==> config.mk <==
export PLATFORM = sky130hd
export DESIGN_NAME = byte_word_arbiter
export DESIGN_NICKNAME = d
export VERILOG_FILES = /design/src/rtl/byte_word_arbiter.sv
export SDC_FILE = /design/constraint.sdc
export NUM_CORES = 1
export LEC_CHECK = 0
export CAP_MARGIN = 20
export CORE_ASPECT_RATIO = 1.5
export CORE_UTILIZATION = 41
export CTS_CLUSTER_DIAMETER = 60
export DETAILED_ROUTE_END_ITERATION = 8
export PLACE_DENSITY = 0.8
export SYNTH_ARGS = -nofsm -noshare
export SYNTH_HDL_FRONTEND = slang
export SYNTH_SLANG_ARGS = --single-unit
export TNS_END_PERCENT = 100
==> constraint.sdc <==
create_clock -name clk_4f -period 2.9 [get_ports clk_4f]
set_input_delay 0.435 -clock clk_4f [delete_from_list [all_inputs] [get_ports clk_4f]]
set_output_delay 0.435 -clock clk_4f [all_outputs]
set_load 0.03 [all_outputs]
==> src/rtl/byte_word_arbiter.sv <==
// -----------------------------------------------------------------------------
// byte_word_arbiter
//  Round-robin arbiter and sequencer that shares one 8b->32b converter between
//  two byte sources in the clk_4f domain. A source that wins arbitration owns
//  the converter for a complete word, so bytes of different words never
//  interleave. A stalled partial word is abandoned after TIMEOUT idle cycles.
//
// Ports
//  clk_4f     in   byte-rate clock, rising edge
//  reset_L    in   synchronous reset, active low
//  valid_in0  in   source 0 byte valid
//  data_in0   in   source 0 byte
//  valid_in1  in   source 1 byte valid
//  data_in1   in   source 1 byte
//  ack0       out  source 0 byte accepted this cycle (combinational)
//  ack1       out  source 1 byte accepted this cycle (combinational)
//  valid_out  out  byte to converter valid (registered)
//  data_out   out  byte to converter (registered)
//  byte_idx   out  position of data_out within its word
//  word_last  out  high with the final byte of a word
//  src_sel    out  owner of the word currently on data_out
//  abort      out  one-cycle pulse: partial word discarded by timeout
// -----------------------------------------------------------------------------
module byte_word_arbiter #(
   parameter int DATA_W         = 8,
   parameter int BYTES_PER_WORD = 4,
   parameter int TIMEOUT        = 8
) (
   input  logic                              clk_4f,
   input  logic                              reset_L,
   input  logic                              valid_in0,
   input  logic [DATA_W-1:0]                 data_in0,
   input  logic                              valid_in1,
   input  logic [DATA_W-1:0]                 data_in1,
   output logic                              ack0,
   output logic                              ack1,
   output logic                              valid_out,
   output logic [DATA_W-1:0]                 data_out,
   output logic [$clog2(BYTES_PER_WORD)-1:0] byte_idx,
   output logic                              word_last,
   output logic                              src_sel,
   output logic                              abort
);

   localparam int IW = $clog2(BYTES_PER_WORD);
   // Stall counter only has to reach TIMEOUT-1; keep at least one bit.
   localparam int SW = (TIMEOUT > 1) ? $clog2(TIMEOUT + 1) : 1;
   localparam logic [IW-1:0] LAST_IDX  = IW'(BYTES_PER_WORD - 1);
   localparam logic [SW-1:0] STALL_LIM = SW'((TIMEOUT > 0) ? TIMEOUT - 1 : 0);

   typedef enum logic {IDLE, LOCK} state_t;

   state_t         state, state_next;
   logic           owner;
   logic           last_owner;
   logic [IW-1:0]  cnt;
   logic [SW-1:0]  stall_cnt;

   logic           winner;
   logic           sel;
   logic           accept;
   logic           is_last;
   logic           timeout_hit;

   // Arbitration, acknowledge and next-state decode.
   // NOTE: every signal gets a default at the top of always_comb so that no
   // path leaves it unassigned and no latch is inferred.
   always_comb begin
      winner      = 1'b0;
      sel         = 1'b0;
      accept      = 1'b0;
      ack0        = 1'b0;
      ack1        = 1'b0;
      state_next  = state;
      is_last     = (cnt == LAST_IDX);
      timeout_hit = 1'b0;

      // Round robin only matters on a tie; a lone requester always wins.
      if (valid_in0 && valid_in1) winner = ~last_owner;
      else if (valid_in1)         winner = 1'b1;

      if (state == IDLE) begin
         sel    = winner;
         accept = valid_in0 | valid_in1;
      end else begin
         // The non-owner is locked out until the word completes or aborts.
         sel    = owner;
         accept = owner ? valid_in1 : valid_in0;
      end

      ack0 = accept & ~sel;
      ack1 = accept &  sel;

      timeout_hit = (TIMEOUT > 0) && (state == LOCK) && !accept
                    && (stall_cnt == STALL_LIM);

      if (accept)           state_next = is_last ? IDLE : LOCK;
      else if (timeout_hit) state_next = IDLE;
   end

   // NOTE: reset is synchronous, so it is tested inside the clocked block and
   // all state uses non-blocking assignments to avoid ordering races.
   always_ff @(posedge clk_4f) begin
      if (!reset_L) begin
         state      <= IDLE;
         owner      <= 1'b0;
         last_owner <= 1'b1;   // source 0 wins the first tie after reset
         cnt        <= '0;
         stall_cnt  <= '0;
         valid_out  <= 1'b0;
         data_out   <= '0;
         byte_idx   <= '0;
         word_last  <= 1'b0;
         src_sel    <= 1'b0;
         abort      <= 1'b0;
      end else begin
         state <= state_next;
         abort <= 1'b0;
         if (accept) begin
            valid_out <= 1'b1;
            data_out  <= sel ? data_in1 : data_in0;
            byte_idx  <= cnt;
            word_last <= is_last;
            src_sel   <= sel;
            owner     <= sel;
            stall_cnt <= '0;
            if (is_last) begin
               cnt        <= '0;
               last_owner <= sel;
            end else begin
               cnt <= cnt + 1'b1;
            end
         end else begin
            // data_out, byte_idx and src_sel hold their last values.
            valid_out <= 1'b0;
            word_last <= 1'b0;
            if (timeout_hit) begin
               abort      <= 1'b1;
               cnt        <= '0;
               stall_cnt  <= '0;
               last_owner <= owner;
            end else if ((TIMEOUT > 0) && (state == LOCK)) begin
               stall_cnt <= stall_cnt + 1'b1;
            end
         end
      end
   end

endmodule

==> impl_metrics.ini <==
[final_layout]
num_antenna_cells = 0
drive_gt1_share_pct = 8.571
instances_no_fill = 163
area_growth_syn_to_layout_pct = 41.25
number_of_nets_in_the_finished_design = 163
fillCellCount = 202

[setup_path]
crit_path_max_fanout = 5
critical_path_class = in -> out
worst_path_most_repeated_cell = sky130_fd_sc_hd__clkdlybuf4s50_1
ff2ff_path_depth = 4
crit_arrival_ps = 2070
crit_path_cell_trace = clkdlybuf4s50_1, mux2_4, o22ai_2, nor2_1, clkdlybuf4s50_1
critical-path-max-stage-delay_ps = 670
end_kind = output pin
crit_required_ps = 2470
critical_path.slowest_cell = sky130_fd_sc_hd__clkdlybuf4s50_1
crit_path_start_kind = input pin

[hold_path]
whs_path_depth = 2
class_of_the_tightest_hold_or_removal_check = reg -> reg

[clock_network]
tritoncts = built
clock_insertion_delay_at_the_later_pin_of_the_skew_report_ps = 300
hold_buf_cts = 0
cts.root.buffer_cell = sky130_fd_sc_hd__clkbuf_4
cts_buffers = 3
cts.sinks = 22
cts.clk_slew.worst_paths_ps = 110
h-tree-depth = 1
cts_resized = 0
post-cts-setup-buffers = 0
cts.path.max_buffers = 2

[synthesis]
seq_area_frac_synth_pct = 45.65
yosys_register_bits = 22
synth_enable_flop_cells = 0
synth_most_common_cell = sky130_fd_sc_hd__dfxtp_1
synth_area_leaders = sky130_fd_sc_hd__dfxtp_1 (46%), sky130_fd_sc_hd__mux2i_1 (8.3%), sky130_fd_sc_hd__a21oi_1 (5.7%)
mappedNetlistArea_um2 = 964.7
synth.cells.most_frequent = sky130_fd_sc_hd__dfxtp_1 (22), sky130_fd_sc_hd__nand2_1 (12), sky130_fd_sc_hd__a21oi_1 (11)
post_synth_num_cell_types = 31
async_flop_share_pct = 0
syn-num-nets = 127
synth_flop_cell = sky130_fd_sc_hd__dfxtp_1
synth_area_leader_cell = sky130_fd_sc_hd__dfxtp_1
avgSynthCellArea_um2 = 9.187
synth_cells = 105
synth_top_cell_area_share_pct = 45.65
yosys_warning_count = 0

[pwr]
power.net_switching_mw = 0.2025
power-per-cell-area_mw_per_mm2 = 509.9
combPwrFrac_pct = 27.1
power.sequential.fraction_pct = 49.3
intPower_mw = 0.4923
part_of_the_power_in_the_clock_network_pct = 23.6
ir_drop_v = 0.0003256
swShare_pct = 29.14
cellLeakagePower_nw = 0.5559

[detailed_routing]
routed_wl_per_cell_um = 12.31
viasPerCell = 5.423
antenna_left = 0
detail_route.drc_violations = 0
drt-total-wl_mm = 2.006
initialDrtViolationCount = 11
firstDrtPassIters = 4
routed-via-count = 884

[die]
fp-row-count = 21
fp.dieArea_mm2 = 0.002555
num_io_pins = 36
initial_core_util_pct = 43.19
chipHeight_um = 61.41
die_w_um = 41.61
area_of_the_core_mm2 = 0.002233

[timing]
relSlewSlack_pct = 58.31
max_clock_freq_mhz = 399.7
period_share_pct = 86.27
finalSetupViolations = 0
timing_hold_violations_final = 0
timing.final.max_slew_violations = 0
worst-slew-pin-transition_ps = 623.4
finalClockSkew_ps = 4.228
tns_ps = 0
final.min_clock_period_ps = 2502
unrepaired_setup_endpoints_after_global_routing = no

[placement]
post-dp-hpwl_mm = 1.490
gp_routability_congestion = 0.7360
post-place-cells = 159
buffer_ports.inserted = 35

[grt]
grt_overflow = 0
grt_antenna_before_repair = 0
grt.total_usage_pct = 17.86
wire_length_of_the_first_global_routing_pass_mm = 3.456
first_global_vias = 812
grt_start_max_net_pins = 25

[flow_run]
max_cap_viols = 0

[outcome]
run_status = finished, final reports clean
layout by cell type (no fill, tap or decap):
cell / count
sky130_fd_sc_hd__nor2b_1: 2
sky130_fd_sc_hd__a21boi_1: 2
sky130_fd_sc_hd__clkbuf_4: 3
sky130_fd_sc_hd__nand3b_1: 1
sky130_fd_sc_hd__ha_1: 2
sky130_fd_sc_hd__nand2b_1: 2
sky130_fd_sc_hd__o22a_2: 1
sky130_fd_sc_hd__or3_1: 1
sky130_fd_sc_hd__nand4_1: 2
sky130_fd_sc_hd__nand2_1: 12
sky130_fd_sc_hd__clkdlybuf4s50_1: 34
sky130_fd_sc_hd__xor2_1: 1
sky130_fd_sc_hd__nand3_1: 2
sky130_fd_sc_hd__buf_4: 3
sky130_fd_sc_hd__and2_1: 3
sky130_fd_sc_hd__a21oi_2: 1
sky130_fd_sc_hd__o22ai_2: 1
sky130_fd_sc_hd__mux2i_1: 8
sky130_fd_sc_hd__mux2_1: 1
sky130_fd_sc_hd__nor2_1: 6
sky130_fd_sc_hd__o21ai_1: 8
sky130_fd_sc_hd__and3_1: 1
sky130_fd_sc_hd__clkbuf_8: 1
sky130_fd_sc_hd__mux2_4: 1
sky130_fd_sc_hd__o21a_1: 1
sky130_fd_sc_hd__inv_1: 2
sky130_fd_sc_hd__dfxtp_1: 22
sky130_fd_sc_hd__mux2_2: 1
sky130_fd_sc_hd__a21oi_1: 11
sky130_fd_sc_hd__o41ai_1: 1
sky130_fd_sc_hd__nand4b_1: 1
sky130_fd_sc_hd__a22oi_1: 2
worst max-delay path: cells and delay by family:
family,cells,cell delay [ps]
buf+inv,2,1240
compound gates,1,80
simple gates,1,110
mux,1,210
state kept, by name, indices dropped and copies added (netlist names):
signal / cells
data_out: 8
state: 1
owner: 1
last_owner: 1
byte_idx: 2
cnt: 2
stall_cnt: 4
abort: 1
valid_out: 1
word_last: 1
per-stage QoR:
step / power [mW] / instance area [µm²] / hold slack [ps] / utilization, % / setup slack (ps)
5_1_grt: 0.7348 / 1363 / 493.1 / 61.01 / 342.1
3_5_place_dp: 0.5377 / 1326 / 456.9 / 59.38 / 392.5
4_1_cts: 0.7022 / 1363 / 473.9 / 61.01 / 390.9
3_3_place_gp: 0.5333 / 1326 / 444.7 / 59.38 / 425.0
2_1_floorplan: 0.4585 / 964.7 / 447.5 / - / 936.0
6_report: 0.6948 / 1363 / 468.7 / 61.01 / 398.1
routing by layer:
metal	global-route usage (%)	wire, µm	up-vias
met3	2.639	83	2
met2	32.37	1057	29
met4	9.677	19	0
met5	0	0	-
li1	-	-	441
met1	20.33	845	412
power by group through the flow:
stage	Sequential (mW)	Combinational [mW]	Clock, mW
2_1_floorplan	0.377	0.0811	0
3_3_place_gp	0.349	0.185	0
3_5_place_dp	0.349	0.188	0
4_1_cts	0.343	0.190	0.170
5_1_grt	0.346	0.204	0.185
6_report	0.343	0.188	0.164
final cells by class:
cell class / instances / area, µm² / area share, %
Clock buffer: 4 / 36.28 / 2.663
Inverter: 2 / 7.507 / 0.5510
Sequential cell: 22 / 440.4 / 32.32
Multi-Input combinational cell: 75 / 486.7 / 35.72
Timing Repair Buffer: 37 / 362.8 / 26.63
Tap cell: 23 / 28.78 / 2.112
logic make-up (layout without fill, tap and decap cells):
family                     Yosys count  in the layout  share of synthesized area (%)
AOI/OAI and AO/OA                   28             28                          17.90
xor gates and xnor gates             1              1                         0.9081
adders and majority gates            2              2                          2.594
buffers and inverters                8             43                          3.891
DFF                                 22             22                          45.65
muxes                               11             11                          12.19
and+or+nand+nor                     33             33                          16.86
worst paths after layout:
check,from,endpoint,slack [ps]
setup / recovery,valid_in0,ack1,400
hold / removal,byte_idx[1]$_SDFFE_PN0P_,byte_idx[1]$_SDFFE_PN0P_,470
setup reg to reg,owner$_SDFFE_PN0P_,last_owner$_SDFFE_PN1P_,1140
hold reg to reg,byte_idx[1]$_SDFFE_PN0P_,byte_idx[1]$_SDFFE_PN0P_,470
Power figures use the tool's default switching activity.
